File: src/rtl/if_id_pkg.sv
// rtl/if_id_pkg.sv - shared types and helpers for the IF/ID fetch queue
package if_id_pkg;

    localparam int FETCH_XLEN     = 32;
    localparam int FETCH_FLAG_CNT = 5;

    // Reference layout of one queue entry; the top level packs its
    // XLEN-wide storage words in exactly this field order.
    typedef struct packed {
        logic [FETCH_XLEN-1:0] pc;
        logic [FETCH_XLEN-1:0] pc_plus;
        logic [FETCH_XLEN-1:0] pc_jump;
        logic [FETCH_XLEN-1:0] instr;
        logic                  jump;
        logic                  in_slot;
        logic                  pred_take;
        logic                  branch;
        logic                  is_jr;
    } fetch_entry_t;

    // Increment that sticks at all-ones instead of wrapping.
    function automatic logic [31:0] sat_inc32(input logic [31:0] v);
        return (v == 32'hFFFF_FFFF) ? v : v + 32'd1;
    endfunction

endpackage

File: src/rtl/if_id_ptr_ctrl.sv
// rtl/if_id_ptr_ctrl.sv - write/read pointers and occupancy for the fetch queue
module if_id_ptr_ctrl #(
    parameter int DEPTH = 4,
    parameter int CNT_W = $clog2(DEPTH + 1),
    parameter int PTR_W = $clog2(DEPTH)
) (
    input  logic             clk,
    input  logic             rst,
    input  logic             f_valid,
    input  logic             stall_D,
    input  logic             flush_D,
    output logic             wr_en,
    output logic             f_ready,
    output logic             d_valid,
    output logic [PTR_W-1:0] wp,
    output logic [PTR_W-1:0] rp,
    output logic [CNT_W-1:0] count
);

    logic [PTR_W-1:0] wp_q, wp_d;
    logic [PTR_W-1:0] rp_q, rp_d;
    logic [CNT_W-1:0] count_q, count_d;
    logic             push;
    logic             pop;

    function automatic logic [PTR_W-1:0] ptr_inc(input logic [PTR_W-1:0] p);
        return (p == PTR_W'(DEPTH - 1)) ? '0 : p + 1'b1;
    endfunction

    // Handshakes and next pointer/count state; flush beats push and pop.
    always_comb begin
        f_ready = (count_q != CNT_W'(DEPTH));
        d_valid = (count_q != '0);
        push    = f_valid & f_ready;
        pop     = d_valid & ~stall_D;
        wr_en   = push & ~flush_D;
        wp_d    = wp_q;
        rp_d    = rp_q;
        count_d = count_q;
        if (flush_D) begin
            wp_d    = '0;
            rp_d    = '0;
            count_d = '0;
        end else begin
            if (push) wp_d = ptr_inc(wp_q);
            if (pop)  rp_d = ptr_inc(rp_q);
            case ({push, pop})
                2'b10:   count_d = count_q + 1'b1;
                2'b01:   count_d = count_q - 1'b1;
                default: count_d = count_q;
            endcase
        end
    end

    // Pointer and count registers, cleared immediately by reset.
    always_ff @(posedge clk or posedge rst) begin
        if (rst) begin
            wp_q    <= '0;
            rp_q    <= '0;
            count_q <= '0;
        end else begin
            wp_q    <= wp_d;
            rp_q    <= rp_d;
            count_q <= count_d;
        end
    end

    assign wp    = wp_q;
    assign rp    = rp_q;
    assign count = count_q;

endmodule

File: src/rtl/if_id_queue.sv
// rtl/if_id_queue.sv - DEPTH-entry circular IF/ID fetch queue (optional IF_ID_PERF_EN counters)
module if_id_queue
    import if_id_pkg::*;
#(
    parameter int XLEN  = 32,
    parameter int DEPTH = 4,
    parameter int CNT_W = $clog2(DEPTH + 1)
) (
    input  logic             clk,
    input  logic             rst,
    input  logic             f_valid,
    output logic             f_ready,
    input  logic [XLEN-1:0]  pc_F,
    input  logic [XLEN-1:0]  pc_plus_F,
    input  logic [XLEN-1:0]  pc_jump_F,
    input  logic [XLEN-1:0]  instr_F,
    input  logic             jump_F,
    input  logic             F_change,
    input  logic             pred_take_F,
    input  logic             branch_F,
    input  logic             is_jr_F,
    input  logic             stall_D,
    input  logic             flush_D,
    output logic             d_valid,
    output logic [XLEN-1:0]  pc_D,
    output logic [XLEN-1:0]  pc_plus_D,
    output logic [XLEN-1:0]  pc_jump_D,
    output logic [XLEN-1:0]  instr_D,
    output logic             jump_D,
    output logic             is_in_slot_D,
    output logic             pred_take_D,
    output logic             branch_D,
    output logic             is_jr_D,
    output logic [CNT_W-1:0] count
`ifdef IF_ID_PERF_EN
    ,
    output logic [31:0]      stall_cyc_o,
    output logic [31:0]      full_cyc_o,
    output logic [31:0]      flush_cnt_o
`endif
);

    localparam int PTR_W   = $clog2(DEPTH);
    localparam int ENTRY_W = 4 * XLEN + FETCH_FLAG_CNT;

    logic [PTR_W-1:0]   wp;
    logic [PTR_W-1:0]   rp;
    logic               wr_en;
    logic [ENTRY_W-1:0] wr_entry;
    logic [ENTRY_W-1:0] head;
    logic [ENTRY_W-1:0] mem_q [DEPTH];
    logic [ENTRY_W-1:0] mem_d [DEPTH];

    if_id_ptr_ctrl #(
        .DEPTH (DEPTH),
        .CNT_W (CNT_W),
        .PTR_W (PTR_W)
    ) u_ptr (
        .clk     (clk),
        .rst     (rst),
        .f_valid (f_valid),
        .stall_D (stall_D),
        .flush_D (flush_D),
        .wr_en   (wr_en),
        .f_ready (f_ready),
        .d_valid (d_valid),
        .wp      (wp),
        .rp      (rp),
        .count   (count)
    );

    assign wr_entry = {pc_F, pc_plus_F, pc_jump_F, instr_F,
                       jump_F, F_change, pred_take_F, branch_F, is_jr_F};

    // Next storage contents: only the slot under wp changes on an accepted push.
    always_comb begin
        mem_d = mem_q;
        if (wr_en) mem_d[wp] = wr_entry;
    end

    // Entry storage carries no reset; stale slots are never presented.
    always_ff @(posedge clk) begin
        mem_q <= mem_d;
    end

    // Head read from rp, forced to an all-zero bubble while the queue is empty.
    always_comb begin
        head = d_valid ? mem_q[rp] : '0;
        {pc_D, pc_plus_D, pc_jump_D, instr_D,
         jump_D, is_in_slot_D, pred_take_D, branch_D, is_jr_D} = head;
    end

`ifdef IF_ID_PERF_EN
    logic [31:0] stall_cyc_q, stall_cyc_d;
    logic [31:0] full_cyc_q,  full_cyc_d;
    logic [31:0] flush_cnt_q, flush_cnt_d;

    // Saturating event counters; a flush does not clear them.
    always_comb begin
        stall_cyc_d = (d_valid & stall_D)         ? sat_inc32(stall_cyc_q) : stall_cyc_q;
        full_cyc_d  = (count == CNT_W'(DEPTH))    ? sat_inc32(full_cyc_q)  : full_cyc_q;
        flush_cnt_d = flush_D                     ? sat_inc32(flush_cnt_q) : flush_cnt_q;
    end

    // Counter registers, cleared only by reset.
    always_ff @(posedge clk or posedge rst) begin
        if (rst) begin
            stall_cyc_q <= '0;
            full_cyc_q  <= '0;
            flush_cnt_q <= '0;
        end else begin
            stall_cyc_q <= stall_cyc_d;
            full_cyc_q  <= full_cyc_d;
            flush_cnt_q <= flush_cnt_d;
        end
    end

    assign stall_cyc_o = stall_cyc_q;
    assign full_cyc_o  = full_cyc_q;
    assign flush_cnt_o = flush_cnt_q;
`endif

endmodule

File: config.mk
export PLATFORM = sky130hd
export DESIGN_NAME = if_id_queue
export DESIGN_NICKNAME = d
export VERILOG_FILES = /design/src/rtl/if_id_pkg.sv /design/src/rtl/if_id_ptr_ctrl.sv /design/src/rtl/if_id_queue.sv
export SDC_FILE = /design/constraint.sdc
export NUM_CORES = 1
export LEC_CHECK = 0
export BUFFER_PORTS_ARGS = -buffer_cell sky130_fd_sc_hd__buf_2
export CORE_MARGIN = 2
export CORE_UTILIZATION = 33
export CTS_BUF_LIST = sky130_fd_sc_hd__clkbuf_8
export DETAILED_ROUTE_END_ITERATION = 10
export PLACE_DENSITY = 0.55
export SYNTH_ARGS = -nofsm -noshare
export SYNTH_HDL_FRONTEND = slang
export SYNTH_SLANG_ARGS = --single-unit
export TNS_END_PERCENT = 30
File: constraint.sdc
create_clock -name clk -period 9.3 [get_ports clk]
set_clock_uncertainty 0.2 [all_clocks]
set_input_delay 2.325 -clock clk [delete_from_list [all_inputs] [get_ports clk]]
set_output_delay 2.325 -clock clk [all_outputs]
set_load 0.02 [all_outputs]
==> impl_metrics.toml <==
[logic_synthesis]
postSynthCellCount = 908
ys.flop_type = "edfxtp_1"
yosysTopAreaCell = "edfxtp_1"
synth.cell_area_sq_mm = 0.0206
synth_area_leaders = "edfxtp_1, mux4_2, and2_1, dfrtp_1, buf_2"
yosysMostFrequentCell = "edfxtp_1"
ys_ff_latch = 539
synth.avg_cell_area_sq_um = 22.7
yosysTopAreaCellShare_pct = 77.6
ys_async_sr_fraction_pct = 1.30
synth.net_count = 1052
synth_seq_area_share_pct = 78.4
ys_top_cells_by_count = "edfxtp_1, and2_1, mux4_2, clkbuf_1, buf_2"
synth_edf_count = 532
yosys_warnings = 0
ys_types = 29

[clock_network]
clkLatencyLatePin_ns = 0.66
clockBufferDepth = 3
htreeDepth = 3
cts_buffers = 92
clk_pin_slew_ns = 0.06
cts_root_buf = "clkbuf_8"
cts_tree = "done"
cts_sinks = 539
post_cts_buffers = 0
hold_buffers = 0
ctsResizeCount = 0

[route]
wirelength_um = 44800
route.detailed.drc = 0
vias = 9974
routedWlPerCell_um = 20.8
drtIter0Drc = 519
viasPerCell = 4.63
first_pass_iters = 4
postRouteAntennaNets = 0

[timing]
hold_violations = 0
slew_headroom_pct = 34.4
period_share_pct = 63.2
postLayoutSetupSlackWorst_ns = 3.42
drv_slew = 0
finalCriticalPeriod_ns = 5.88
fin_tns_setup_ns = 0
final-setup-viol-count = 0
rsz0062_at_grt = "false"
tightest_slew_ns = 0.985
timing.fmax_mhz = 170
holdWs_ns = 0.388

[pwr]
total_power_mw = 5.45
ir_worst_vdd_uv = 114
power_leakage_nw = 8.42
powerDensity_mw_per_mm2 = 222

[worst_setup_path]
startpoint_type = "flop"
crit_slowest_cell = "clkinv_2"
crit_type = "flop to output port"
cp.arrival_ns = 3.36
path_buf_inv = 3
required_ns = 6.78
crit_fanout = 75
path_cells = "nor3_4 -> clkinv_2 -> buf_4 -> and2_1 -> buf_2"
end_kind = "output port"
critical-path-max-stage-delay_ns = 0.72
rrSetupSlack_ns = 6.04
cpLargestDelayFamily = "buffers and inverters"

[floorplan]
num_rows = 91
start_util_pct = 33.4
die_w_um = 254
fp.coreArea_sq_mm = 0.0617
die-area_sq_mm = 0.0644
die_y_um = 254
ios = 276

[global_routing]
grt_start_max_net_pins = 76
grtUsageTotal_pct = 14.1
antenna_found_initial = 11
grt_pass1_vias = 10900
overflow = 0
grt_pass1_wl_um = 66700

[cells_and_area]
syn2layout_area_growth_pct = 19.3
seqCellArea_sq_mm = 0.0162
drive_above_1_share_pct = 41.3
nets = 1386
multi_input_area_sq_mm = 0.00418
fillers = 5646
final_util_pct = 39.8

[placement]
preCtsSetupSlack_ns = 3.95
dp_hpwl_um = 25600
place_congestion = 0.695
port_buffers = 275

[run_status]
status = "complete, no violations"

[min_path]
hp-class = "flop to flop"

[flow_run]
maxCapViolations = 0
worst reg2reg max path: cells and delay by family, from the launching register on:
family,cells,cell delay [ns]
buffers and inverters,1,0.88
DFF,1,0.57
and+or+nand+nor,4,1.20
layer usage:
metal	vias to the layer above	track usage (%)	share of wire, %
li1	4408	-	-
met1	5163	17.1	41
met2	296	23.8	50
met3	91	4.28	6.3
met4	16	5.06	2.6
met5	-	0	0.21
cell usage in the layout, fill, tap and decap left out, drive strengths merged:
| cell type | n |
|---|---|
| a2111oi | 1 |
| a211oi | 2 |
| a21oi | 6 |
| a311oi | 1 |
| a31o | 1 |
| and2 | 137 |
| buf | 288 |
| bufinv | 3 |
| clkbuf | 94 |
| clkinv | 26 |
| clkinvlp | 2 |
| dfrtp | 7 |
| diode | 4 |
| edfxtp | 532 |
| fa | 1 |
| ha | 5 |
| inv | 43 |
| mux4 | 133 |
| nand2 | 7 |
| nand3 | 1 |
| nor2 | 5 |
| nor2b | 3 |
| nor3 | 3 |
| nor4 | 1 |
| o211ai | 1 |
| o21a | 1 |
| o21ai | 3 |
| o21bai | 1 |
| or2 | 1 |
| or3 | 1 |
| or3b | 1 |
registers in the layout (all words and copies together) (netlist names):
| register | cells |
|---|---|
| u_ptr.rp | 2 |
| u_ptr.count | 3 |
| mem_q | 532 |
| u_ptr.wp | 2 |
final cells by class:
cell class / instances / share of cell area, %
sequential: 539 / 65.8
multi-input combinational: 316 / 17.0
timing repair buffer: 288 / 6.05
clock buffer: 94 / 5.26
tap: 837 / 4.26
clock inverter: 69 / 1.56
inverter: 5 / 0.0815
antenna: 4 / 0.0407
path summary, 6_finish.rpt:
| kind | to | depth (start not counted) | start |
|---|---|---|---|
| setup / recovery | jump_D | 5 | u_ptr.count[0]$_DFFE_PP0P_ |
| hold / removal | u_ptr.wp[0]$_DFFE_PP0P_ | 2 | u_ptr.wp[0]$_DFFE_PP0P_ |
| setup reg to reg | mem_q[128]$_DFFE_PP_ | 5 | u_ptr.count[0]$_DFFE_PP0P_ |
| hold reg to reg | u_ptr.wp[0]$_DFFE_PP0P_ | 2 | u_ptr.wp[0]$_DFFE_PP0P_ |
| max in group asynchronous | u_ptr.rp[1]$_DFFE_PP0P_ | 2 | rst |
| min in group asynchronous | u_ptr.count[0]$_DFFE_PP0P_ | 2 | rst |
power breakdown:
part | total, mW | switching (mW) | internal, mW
Clock | 1.94 | 0.922 | 1.02
Combinational | 0.726 | 0.432 | 0.293
Sequential | 2.78 | 0.0328 | 2.75
stage by stage:
stage,instance area [sq um],instances
detailed placement,22900,1985
global placement,22900,1985
global route,24600,2150
finish,24600,2152
CTS,24600,2148
floorplan,20600,908
cell families (layout without fill, tap and decap cells):
family / Yosys count / in the layout / share of synthesized area [%]
muxes: 133 / 133 / 14.5
buffers and inverters: 53 / 456 / 1.34
AOI/OAI and AO/OA: 17 / 17 / 0.529
and+or+nand+nor: 160 / 160 / 4.76
DFF: 539 / 539 / 78.4
other: 0 / 4 / 0
adders and majority gates: 6 / 6 / 0.401
(Power assumes the default switching activity.)
